`config.mk`:
```
export PLATFORM = sky130hd
export DESIGN_NAME = fifo_rd_ctrl
export DESIGN_NICKNAME = d
export VERILOG_FILES = /design/src/rtl/fifo_rd_ctrl.sv
export SDC_FILE = /design/constraint.sdc
export NUM_CORES = 1
export LEC_CHECK = 0
export ABC_AREA = 0
export BUFFER_PORTS_ARGS = -buffer_cell sky130_fd_sc_hd__buf_2
export CORE_AREA = 2 2 48 50
export CTS_CLUSTER_SIZE = 12
export DETAILED_ROUTE_END_ITERATION = 10
export DIE_AREA = 0 0 50 52
export PLACE_DENSITY = 0.84
export SLEW_MARGIN = 5
export SYNTH_ARGS = -nofsm -noshare
export SYNTH_HDL_FRONTEND = slang
export SYNTH_SLANG_ARGS = --single-unit
```
`constraint.sdc`:
```
create_clock -name CLK -period 2.8 [get_ports CLK]
set_clock_uncertainty 0.1 [all_clocks]
set_input_delay 0.14 -clock CLK [delete_from_list [all_inputs] [get_ports CLK]]
set_output_delay 0.14 -clock CLK [all_outputs]
set_load 0.01 [all_outputs]
```
`src/rtl/fifo_rd_ctrl.sv`:
```
// Read-side drain controller for the async FIFO: pops one word per UART TX frame.
// Define FIFO_RD_CTRL_STATS_EN to add the FRAME_CNT / TIMEOUT_CNT statistics ports.
module fifo_rd_ctrl #(
    parameter int DATA_WIDTH   = 8,
    parameter int CNT_WIDTH    = 8,
    parameter int GAP_CYCLES   = 0,
    parameter int BUSY_TIMEOUT = 16
) (
    input  logic                  CLK,
    input  logic                  RST,
    input  logic                  ENABLE,
    input  logic                  FIFO_EMPTY,
    input  logic [DATA_WIDTH-1:0] FIFO_RD_DATA,
    output logic                  FIFO_RD_INC,
    input  logic                  TX_BUSY,
    output logic [DATA_WIDTH-1:0] TX_P_DATA,
    output logic                  TX_DATA_VALID,
    output logic                  TIMEOUT_ERR,
    output logic                  CTRL_BUSY
`ifdef FIFO_RD_CTRL_STATS_EN
    ,
    output logic [15:0]           FRAME_CNT,
    output logic [7:0]            TIMEOUT_CNT
`endif
);
    typedef enum logic [2:0] {IDLE, POP, WAIT_HI, WAIT_LO, GAP} state_t;

    localparam logic [CNT_WIDTH:0] TO_LIM  = (CNT_WIDTH+1)'(BUSY_TIMEOUT);
    localparam logic [CNT_WIDTH:0] GAP_LIM = (CNT_WIDTH+1)'(GAP_CYCLES);

    state_t               state;
    logic [CNT_WIDTH-1:0] cnt;
    logic [CNT_WIDTH-1:0] cnt_inc;
    logic [CNT_WIDTH:0]   cnt_p1;
    logic [CNT_WIDTH:0]   cnt_p2;
    logic                 to_hit;

    // One extra bit on the comparisons so limits up to 2^CNT_WIDTH-1 never overflow.
    assign cnt_inc = (&cnt) ? cnt : cnt + CNT_WIDTH'(1);
    assign cnt_p1  = {1'b0, cnt} + (CNT_WIDTH+1)'(1);
    assign cnt_p2  = {1'b0, cnt} + (CNT_WIDTH+1)'(2);
    // Fires on the edge where the count would reach BUSY_TIMEOUT-1, i.e. the
    // pulse lands BUSY_TIMEOUT cycles after the valid strobe.
    assign to_hit  = (state == WAIT_HI) && !TX_BUSY && (cnt_p2 >= TO_LIM);

    always_ff @(posedge CLK or negedge RST) begin
        if (!RST) begin
            state         <= IDLE;
            cnt           <= '0;
            TX_P_DATA     <= '0;
            FIFO_RD_INC   <= 1'b0;
            TX_DATA_VALID <= 1'b0;
            TIMEOUT_ERR   <= 1'b0;
            CTRL_BUSY     <= 1'b0;
        end else begin
            FIFO_RD_INC   <= 1'b0;
            TX_DATA_VALID <= 1'b0;
            TIMEOUT_ERR   <= 1'b0;
            case (state)
                IDLE: begin
                    if (ENABLE && !FIFO_EMPTY && !TX_BUSY) begin
                        state         <= POP;
                        TX_P_DATA     <= FIFO_RD_DATA;
                        FIFO_RD_INC   <= 1'b1;
                        TX_DATA_VALID <= 1'b1;
                        CTRL_BUSY     <= 1'b1;
                    end
                end
                POP: begin
                    state <= WAIT_HI;
                    cnt   <= '0;
                end
                WAIT_HI: begin
                    if (TX_BUSY) begin
                        state <= WAIT_LO;
                    end else if (to_hit) begin
                        TIMEOUT_ERR <= 1'b1;
                        state       <= GAP;
                        cnt         <= '0;
                    end else begin
                        cnt <= cnt_inc;
                    end
                end
                WAIT_LO: begin
                    if (!TX_BUSY) begin
                        cnt <= '0;
                        if (GAP_CYCLES > 0) begin
                            state <= GAP;
                        end else begin
                            state     <= IDLE;
                            CTRL_BUSY <= 1'b0;
                        end
                    end
                end
                GAP: begin
                    if (cnt_p1 >= GAP_LIM) begin
                        state     <= IDLE;
                        CTRL_BUSY <= 1'b0;
                        cnt       <= '0;
                    end else begin
                        cnt <= cnt_inc;
                    end
                end
                default: begin
                    state     <= IDLE;
                    CTRL_BUSY <= 1'b0;
                end
            endcase
        end
    end

`ifdef FIFO_RD_CTRL_STATS_EN
    logic frame_done;
    assign frame_done = (state == WAIT_LO) && !TX_BUSY;

    always_ff @(posedge CLK or negedge RST) begin
        if (!RST) begin
            FRAME_CNT   <= '0;
            TIMEOUT_CNT <= '0;
        end else begin
            if (frame_done && !(&FRAME_CNT))
                FRAME_CNT <= FRAME_CNT + 16'd1;
            if (to_hit && !(&TIMEOUT_CNT))
                TIMEOUT_CNT <= TIMEOUT_CNT + 8'd1;
        end
    end
`endif

endmodule

```
## Word-level counts from Yosys, hierarchy flattened

Index checks and enable logic that the tools add are counted.

| cells by class | value |
|---|---|
| magnitude comparators | 2 |
| add/subtract/negate cells | 3 |
| bitwise logic cells | 1 |
| shifts and indexed selects | 0 |
| $mul | 0 |
| equality and inequality tests | 9 |
| mux-type cells | 21 |
| reduce and logical (&&, ||, !) cells | 14 |
| div/mod/pow operators | 0 |

Operator list:

| operator | number |
|---|---|
| $mux 8 | 5 |
| $pmux 8 s4 | 1 |
| $mux 3 | 5 |
| $pmux 3 s5 | 1 |
| $add 8x1->9 const B | 1 |
| $add 8x2->9 const B | 1 |
| $ge 9x1->1 const B | 1 |
| $ge 9x5->1 const B | 1 |
| $add 8x1->8 const B | 1 |
| $mux 1 | 8 |
| $ne 2x2->1 const B | 4 |
| $reduce_and 4->1 | 2 |
| $reduce_and 8->1 | 1 |
| $eq 3x2->1 const B | 2 |
| $logic_and 1x1->1 | 4 |
| $pmux 1 s4 | 1 |
| $reduce_bool 4->1 | 1 |
| $eq 3x1->1 const B | 1 |
| $eq 3x3->1 const B | 1 |
| $logic_not 3->1 | 1 |
| $ne 3x3->1 const B | 1 |
| $reduce_and 3->1 | 1 |
| $logic_not 1->1 | 2 |
| $reduce_and 2->1 | 1 |
| 2 further kinds | 2 |

| storage, ports and cells | value |
|---|---|
| output and inout port bits | 12 |
| memories | 0 |
| bits in registers | 22 |
| logic and storage cells | 56 |
| latch bits | 0 |
| ROM bits | 0 |
| memory bits (writable) | 0 |
| input bits | 13 |

## Logic depth before layout (Yosys ltp)

Gate-level depths: netlist of run 1.

| depth | value |
|---|---|
| word-level depth | 6 |
| depth in mapped cells | 7 |
| mapped depth without buffers | 6 |

## Worst setup path after synthesis of run 1

OpenSTA, ideal clock, no wires.

| path | value |
|---|---|
| path type | reg2reg |
| start point | register cnt[1] |
| end point | register cnt[4] |
| cell stages (with the launch flop) | 7 |
| library setup time | 0.127 ns |
| path buffers | 0 |
| clock period less this slack | 1.852 ns |
| path slack | 0.948 ns |
| data arrival time | 1.626 ns |
| required time | 2.573 ns |
| cells stage by stage | dfrtp_1 -> ha_1 -> and3_2 -> a31o_2 -> o22ai_2 -> nor2b_1 -> a221o_2 |

| between the ends | value |
|---|---|
| word-level cells in the longest chain between the ends | 6 |

Ends and longest elaborated chain:

| item | RTL line | RTL |
|---|---|---|
| start: declaration | 32 | `logic [CNT_WIDTH-1:0] cnt;` |
| start signal: assignment | 81 | `cnt <= cnt_inc;` |
| start signal: assignment | 101 | `cnt <= cnt_inc;` |
| $add 8x2->9 | 41 | `assign cnt_p2 = {1'b0, cnt} + (CNT_WIDTH+1)'(2);` |
| $ge 9x5->1 | 44 | `assign to_hit = (state == WAIT_HI) && !TX_BUSY && (cnt_p2 >= TO_LIM);` |
| $logic_and 1x1->1 | 44 |  |
| $mux 8 | 76 | `end else if (to_hit) begin` |
| $mux 8 | 74 | `if (TX_BUSY) begin` |
| $pmux 8 s4 (*) | 59 | `case (state)` |

Mark *: on every way between the ends. The rest lies on a longest branch, timed or not. The select of a mux whose other input is x is not followed.
A chain may end at the register's enable or synchronous reset.

## Worst setup path in the final report of run 1

| path | value |
|---|---|
| start point | register cnt[2] |
| end point | register state[1] |

| between the ends | value |
|---|---|
| word-level cells in the longest chain between the ends | 5 |

Ends and longest elaborated chain:

| item | RTL line | RTL |
|---|---|---|
| $add 8x2->9 | 41 |  |
| $ge 9x5->1 | 44 |  |
| $logic_and 1x1->1 | 44 |  |
| $ne 3x3->1 (no line) | - |  |
| $reduce_and 4->1 (no line) (*) | - |  |
| end signal: assignment | 48 | `state <= IDLE;` |
| end signal: assignment | 62 | `state <= POP;` |
| end signal: assignment | 70 | `state <= WAIT_HI;` |
| end: declaration | 31 | `state_t state;` |

Mark *: on every way between the ends. The rest lies on a longest branch, timed or not.

==> results of run 1 <==
==> cells by family after synthesis <==
kind of cell,after synthesis
muxes,9
and+or+nand+nor,35
adders and majority gates,3
AOI/OAI and AO/OA,19
DFF,22
buffers and inverters,7
xor gates and xnor gates,1
==> area by class of cell <==
cell class,count,share of cell area
sequential,22,0.405
multi-input combinational,67,0.365
timing repair buffer,34,0.160
tap,28,0.0258
clock inverter,1,0.0221
clock buffer,3,0.0166
inverter,2,0.00552
==> registers in the layout, indices dropped and copies added (netlist names) <==
register / flops
CTRL_BUSY: 1
TX_DATA_VALID: 1
state: 3
cnt: 8
TX_P_DATA: 8
TIMEOUT_ERR: 1
==> stage by stage <==
stage          std cells  instance area, um2
2_1_floorplan         96                1100
3_3_place_gp         144                1220
3_5_place_dp         144                1220
4_1_cts              157                1360
5_1_grt              157                1360
6_report             157                1360
==> repair_timing <==
action	CTS	global route
gates resized for setup	0	0
hold buffers	9	0
hold endpoints to repair	30	0
==> worst register-to-register path, delay by kind of cell (launching register included) <==
family | cells | cell delay (ns)
compound gates | 3 | 0.52
fa+ha+maj | 1 | 0.27
flops | 1 | 0.49
simple gates | 2 | 0.57
==> worst max-delay path by stage <==
stage                     startpoint       end
after global placement        cnt[1]    cnt[4]
final                         cnt[2]  state[1]
after global routing          cnt[2]  state[1]
after CTS                     cnt[2]  state[1]
after floorplan               cnt[1]    cnt[4]
after detailed placement      cnt[1]    cnt[4]
==> routing by layer <==
metal,up-vias,global-route usage,routed length [um]
li1,418,-,-
met1,396,0.213,939
met2,29,0.344,1100
met3,3,0.0316,117
met4,0,0.0694,25
met5,-,0,0
==> layout by cell type, fill, tap and decap left out, types with 4 or more instances in the layout <==
cell and n:
dlygate4sd3_1 9, nand3_1 4, o21ai_0 5, buf_2 24, nor2_1 8, dfrtp_1 22
mux2_2 8, nand2_1 4
==> report_power, final <==
| part | leakage [nW] | internal (mW) | switching, mW |
|---|---|---|---|
| clock | 0.0279 | 0.145 | 0.0981 |
| sequential | 0.275 | 0.437 | 0.131 |
| combinational | 0.329 | 0.259 | 0.249 |
==> flow_metrics.tcl, run 1 <==
set metrics [dict create \
    drc 0 \
    ant_nets 0 \
    synth_cell_types 37 \
    grt_max_degree 23 \
    synth.avg_cell_area_um2 11.4 \
    preCtsSetupSlack_ns 0.824 \
    synthXorXnorAreaFrac 0.00797 \
    synth_simple_gate_area_frac 0.185 \
    min_period_ns 2.04 \
    gp_congestion 0.850 \
    required_ns 2.93 \
    std_cell_rows 17 \
    cts_tree "yes" \
    multiInputGateArea_um2 495 \
    slew_headroom 0.544 \
    grt_pass1_wl_mm 3.62 \
    dp_hpwl_mm 1.39 \
    grt_pass1_vias 844 \
    fp.dieH_um 52 \
    drv_slew 0 \
    reg2reg_from "cnt[2]" \
    synth_area_leaders "dfrtp_1, mux2_2, ha_1" \
    rsz0062_at_grt "no" \
    fin_nets 146 \
    setup_slack_ns 0.759 \
    peakVddDrop_mv 0.551 \
    worstHoldStart "TX_BUSY" \
    synth_top_family_by_area "simple AND/OR/NAND/NOR gates" \
    gr-usage-all-layers 0.186 \
    coreArea_um2 2110 \
    synthAdderAreaFrac 0.0342 \
    yosys.cell_count.top_type "dfrtp_1" \
    endpoint_kind "flop" \
    async_flop_share 1.00 \
    rrSetupSlack_ns 0.76 \
    cts.clk_slew.worst_paths_ns 0.13 \
    syn_area_um2 1100 \
    min_to "TX_DATA_VALID" \
    drv_cap 0 \
    path_buf_inv 0 \
    via_count 846 \
    synth.top_cell.area_share 0.501 \
    drtIter0Drc 10 \
    vias_per_cell 5.39 \
    grt-ovfl-total 0 \
    netlist_top_cells_count "dfrtp_1, mux2_2, nor2_1, o21ai_0" \
    crit_fanout 7 \
    yosysSeqAreaShare 0.501 \
    ioPinCount 25 \
    insertion_delay_ns 0.32 \
    whs_path_depth 2 \
    start_util 0.522 \
    dieArea_um2 2600 \
    synth-edff-count 0 \
    synth_cells 96 \
    drive_gt1_frac 0.349 \
    hold_path_class "in2reg" \
    cp.arrival_ns 2.17 \
    setup_viol 0 \
    fillCellCount 164 \
    final_util 0.645 \
    max_freq_mhz 490 \
    yosys.area.top_type "dfrtp_1" \
    synth_compound_area_frac 0.133 \
    clock_path_buffers 2 \
    critical-path-top-delay-family "simple AND/OR/NAND/NOR gates" \
    cts-buffers-inserted 3 \
    hold_slack_ns 0.0518 \
    powerDensity_nw_per_um2 970 \
    ys_warn_count 0 \
    crit_chain "ha_1 > and3_2 > a31o_2 > a41oi_1 > or3_1 > a311oi_1" \
    wire_per_inst_um 13.9 \
    cts_htree_levels 1 \
    cts_setup_buffers 0 \
    root_buffer "clkbuf_4" \
    status "complete, no violations" \
    start_kind "flop" \
    antenna_cells 0 \
    io_buffers 24 \
    routed_wl_mm 2.18 \
    reg2reg_depth 6 \
    layout_worst_path_cycle_share 0.729 \
    finalSetupTns_ns 0 \
    crit_cells 6 \
    syn_nets 112 \
    clock_sinks 22 \
    fin_total_pwr_mw 1.32 \
    area_growth_pct 23.7 \
    die_w_um 50 \
    crit_type "reg2reg" \
    ys_ff_latch 22 \
    tightest_slew_ns 0.681 \
    synthMuxAreaShare 0.0911 \
    hold_violations 0 \
    r2r_end "state[1]" \
    max_stage_delay_ns 0.49 \
    cpMaxStageDelayCell "dfrtp_1" \
    p_leak_nw 0.632 \
    antenna_found_initial 0 \
    synthFlopType "dfrtp_1" \
    seq_area_um2 551 \
    dr.pass1.iters 4 \
]
Power figures use the tool's default switching activity.
==> run 2: changes to the inputs <==
CORE_AREA = 2 2 49 51   (was 2 2 48 50)
DIE_AREA = 0 0 51 53   (was 0 0 50 52)
PLACE_DENSITY = 0.81   (was 0.84)
clock period = 2.1 ns   (was 2.8 ns; I/O delays follow)
==> run 2 against run 1 <==
  * Sequential cell count unchanged
  * Power rose by 24%
  * Combinational power grew 40%
  * Global-route usage down 1.0 points
  * Wire length down 1.0%
  * Count of clock-buffer cells in the layout is the same
  * Register-to-register slack got worse by 0.65 ns
  * Critical path type unchanged
  * Critical endpoint is now cnt[4]
  * Final cell count up 0.64%
  * First-iteration DRC count grew 20%
  * Non-clock buffer count increased by 2
  * Critical path depth unchanged
==> flow_metrics.tcl, run 2 (synthesis results as in run 1) <==
set metrics [dict create \
    status "complete, no violations" \
    crit_chain "ha_1 > and3_2 > a31o_2 > o22ai_2 > nor2b_1 > a221o_2" \
    insertion_delay_ns 0.30 \
    start_util 0.511 \
    p_int_mw 1.01 \
    cp.arrival_ns 2.08 \
    clock_path_buffers 2 \
    drv_slew 0 \
    cts_tree "yes" \
    wl_met2_mm 1.10 \
    routed_wl_mm 2.16 \
    std_cell_rows 17 \
    stdcell_count 158 \
    p_clk_frac 0.111 \
    drv_cap 0 \
    endpoint_kind "flop" \
    clock_sinks 22 \
    setup_slack_ns 0.106 \
    dr.pass1.iters 4 \
    crit_fanout 7 \
    critical-path-top-delay-family "compound AO/OA/AOI/OAI gates" \
    slew_headroom 0.685 \
    gr-usage-all-layers 0.176 \
    dp_hpwl_mm 1.48 \
    crit_cells 6 \
    crit_type "reg2reg" \
    ioPinCount 25 \
    start_kind "flop" \
    setup_viol 0 \
    cts_setup_buffers 0 \
    root_buffer "clkbuf_4" \
    max_stage_delay_ns 0.47 \
    drt-met1-wl_um 906 \
    seqPwrFrac 0.456 \
    cts.clk_slew.worst_paths_ns 0.11 \
    required_ns 2.19 \
    gp_congestion 0.787 \
    die_w_um 51 \
    preCtsSetupSlack_ns 0.115 \
    grt_pass1_vias 853 \
    wire_per_inst_um 13.7 \
    mostFrequentLayoutCells "buf_2, dfrtp_1, dlygate4sd3_1" \
    final_util 0.626 \
    startpoint "cnt[2]" \
    hold_slack_ns 0.0360 \
    finalSetupTns_ns 0 \
    wl_met3_um 134 \
    antenna_cells 0 \
    vias_per_cell 5.53 \
    antenna_found_initial 0 \
    cts_htree_levels 1 \
    drtIter0Drc 12 \
    reg.largest.list "TX_P_DATA (8), cnt (8), state (3)" \
    ant_nets 0 \
    tightest_slew_ns 0.472 \
    reg2reg_depth 6 \
    drive_gt1_frac 0.362 \
    power_frac_comb 0.434 \
    swShare 0.385 \
    drc 0 \
    area_growth_pct 22.4 \
    dp_cells 146 \
    rsz0062_at_grt "no" \
    fp.dieH_um 53 \
    p_leak_nw 0.627 \
    max_freq_mhz 502 \
    p_switching_uw 630 \
    path_buf_inv 0 \
    final_common_cell "buf_2" \
    hold_path_class "in2reg" \
    fin_nets 148 \
    dieArea_um2 2700 \
    cpMaxStageDelayCell "dfrtp_1" \
    peakVddDrop_mv 0.755 \
    powerDensity_nw_per_um2 1220 \
    grt_pass1_wl_mm 3.57 \
    hold_violations 0 \
    coreArea_um2 2150 \
    reg2reg_from "cnt[2]" \
    worstHoldStart "TX_BUSY" \
    io_buffers 24 \
    via_count 874 \
    grt-ovfl-total 0 \
    topRoutingLayerUsed "met4" \
    min_period_ns 1.99 \
    layout_worst_path_cycle_share 0.949 \
    cts-buffers-inserted 3 \
    whs_path_depth 3 \
    grt_max_degree 23 \
]
## run 2: changes by cell type in the layout (fill, tap and decap cells not counted), sizes merged
cell,previous run,this run
buf,25,27
bufinv,1,0
## run 2: what timing repair did
| action | CTS | global route |
|---|---|---|
| endpoints found under the hold margin | 30 | 0 |
| setup endpoints to repair | 0 | 1 |
| gates resized for setup | 0 | 1 |
| hold buffers | 9 | 0 |
## run 2: path summary, 6_finish.rpt
check,endpoint,slack [ns]
max,cnt[4],0.11
min,CTRL_BUSY,0.04
max reg2reg,cnt[4],0.11
min reg2reg,TX_P_DATA[7],0.42
max in group asynchronous,cnt[1],1.37
min in group asynchronous,TX_DATA_VALID,0.18
## run 2: final cells by class
cell class / count / area (um2)
clock buffer: 3 / 22.5
multi-input combinational: 67 / 495
sequential: 22 / 552
fill: 192 / 803
timing repair buffer: 36 / 233
tap: 28 / 35.0
inverter: 2 / 7.51
## run 2: routing by layer
layer,up-vias,GRT usage
met5,-,0
met4,0,0.0495
met3,2,0.0311
met2,28,0.357
met1,422,0.181
li1,422,-
## run 2: power groups by stage
| stage | Combinational (mW) | Clock [mW] | Sequential [mW] |
|---|---|---|---|
| 6_report | 0.709 | 0.181 | 0.745 |
| 5_1_grt | 0.794 | 0.203 | 0.768 |
| 4_1_cts | 0.711 | 0.186 | 0.736 |
| 3_5_place_dp | 0.695 | 0 | 0.746 |
| 3_3_place_gp | 0.666 | 0 | 0.730 |
| 2_1_floorplan | 0.500 | 0 | 0.741 |
## run 2: worst reg2reg max path, stage by stage, from the launching register on
cell	delay (ns)
dfrtp_1	0.47
ha_1	0.26
and3_2	0.20
a31o_2	0.26
o22ai_2	0.18
nor2b_1	0.10
a221o_2	0.33
## run 2: metrics by stage
step	total power, mW	area, um2
2_1_floorplan	1.24	1100
3_3_place_gp	1.40	1230
3_5_place_dp	1.44	1230
4_1_cts	1.63	1340
5_1_grt	1.77	1350
6_report	1.64	1350
==> run 3: changes to the inputs <==
CTS_CLUSTER_SIZE = 10   (was 12)
GPL_TIMING_DRIVEN = 0   (was default)
==> run 3 against run 2 <==
  * Non-clock buffer count increased by 2
  * Critical path depth did not move
  * Die area is the same
  * Core utilization grew 2.4 points
  * Worst hold slack worse by 0.031 ns
  * Wire length down 2.2%
  * Critical path type unchanged
==> flow_metrics.tcl, run 3 (synthesis results as in run 1) <==
set metrics [dict create \
    max_freq_mhz 486 \
    clock_path_buffers 2 \
    dr.pass1.iters 4 \
    grt_pass1_wl_mm 3.38 \
    setup_slack_ns 0.0416 \
    fp.dieH_um 53 \
    dp_cells 148 \
    mostFrequentLayoutCells "buf_2, dfrtp_1, dlygate4sd3_1" \
    die_w_um 51 \
    drc 0 \
    slew_headroom 0.680 \
    gp_congestion 0.744 \
    required_ns 2.20 \
    clock_sinks 22 \
    reg.largest.list "TX_P_DATA (8), cnt (8), state (3)" \
    endpoint_kind "flop" \
    min_period_ns 2.06 \
    wire_per_inst_um 13.1 \
    drv_cap 0 \
    grt-ovfl-total 0 \
    antenna_found_initial 0 \
    std_cell_rows 17 \
    dp_hpwl_mm 1.44 \
    reg2reg_depth 6 \
    cp-endpoint "state[1]" \
    layout_worst_path_cycle_share 0.980 \
    ant_nets 0 \
    finalSetupTns_ns 0 \
    insertion_delay_ns 0.30 \
    rrSetupSlack_ns 0.04 \
    peakVddDrop_mv 0.749 \
    antenna_cells 0 \
    setup_viol 0 \
    place_area_um2 1250 \
    root_buffer "clkbuf_4" \
    start_kind "flop" \
    cp.arrival_ns 2.15 \
    io_buffers 24 \
    drv_slew 0 \
    gr-usage-all-layers 0.165 \
    drive_gt1_frac 0.376 \
    p_leak_nw 0.641 \
    via_count 880 \
    cts.clk_slew.worst_paths_ns 0.11 \
    ioPinCount 25 \
    cts_htree_levels 1 \
    dieArea_um2 2700 \
    area_growth_pct 27.1 \
    crit_fanout 6 \
    final_common_cell "buf_2" \
    cts_tree "yes" \
    r2r_end "state[1]" \
    final_area_um2 1400 \
    hold_violations 0 \
    reg2reg_from "cnt[1]" \
    crit_type "reg2reg" \
    start_util 0.511 \
    vias_per_cell 5.47 \
    coreArea_um2 2150 \
    tightest_slew_ns 0.480 \
    preCtsSetupSlack_ns 0.0533 \
    startpoint "cnt[1]" \
    grt_pass1_vias 844 \
    status "complete, no violations" \
    cts-buffers-inserted 3 \
    grt_max_degree 23 \
    drtIter0Drc 17 \
    routed_wl_mm 2.11 \
    powerDensity_nw_per_um2 1230 \
    hold_slack_ns 0.00487 \
    fin_nets 150 \
    hold_path_class "in2reg" \
    stdcell_count 161 \
]
-- run 3: where the power goes --
part / internal, mW / switching (mW) / total, mW
combinational: 0.385 / 0.396 / 0.781
clock: 0.106 / 0.118 / 0.224
sequential: 0.586 / 0.125 / 0.711
total: 1.08 / 0.639 / 1.72
-- run 3: per-stage QoR --
step | power (mW) | utilization
6_report | 1.72 | 0.650
5_1_grt | 1.85 | 0.650
4_1_cts | 1.70 | 0.642
3_5_place_dp | 1.46 | 0.584
3_3_place_gp | 1.43 | 0.584
2_1_floorplan | 1.24 | -
-- run 3: critical path: stages, from the launching register on --
cell      delay [ns]
dfrtp_2         0.46
ha_1            0.26
a311oi_2        0.20
a31o_2          0.19
a41oi_1         0.06
or3_1           0.36
a311oi_1        0.32
-- run 3: repair_timing --
action                                  CTS  global route
resized for setup                         0             5
hold endpoints to repair                 30             0
hold buffers                              9             0
endpoints found under the setup margin    0             7
buffers inserted                          0             0
-- run 3: cell type report --
type	instances	area, um2
plain buffers	5	45.0
clock buffers	4	36.3
fillers	177	752
inverters	2	7.51
multi-input cells	67	509
flip-flops and latches	22	553
well taps	28	35.0
repair buffers	33	210
-- run 3: worst min-delay path by stage --
stage | to | from | cells after the start | slack, ns
global route | TX_DATA_VALID | TX_BUSY | 2 | 0.01
detailed placement | TX_P_DATA[6] | RST | 1 | -0.01
global placement | TX_DATA_VALID | RST | 1 | -0.02
CTS | state[0] | TX_BUSY | 3 | 0.02
finish | TX_DATA_VALID | TX_BUSY | 2 | 0.005
floorplan | CTRL_BUSY | RST | 0 | -0.29
-- run 3: per-layer routing --
| layer | up-vias | global-route usage | share of wire |
|---|---|---|---|
| met5 | - | 0 | 0 |
| met4 | 0 | 0.0586 | 0.0085 |
| met3 | 2 | 0.0367 | 0.061 |
| met2 | 32 | 0.323 | 0.52 |
| met1 | 420 | 0.171 | 0.41 |
| li1 | 426 | - | - |
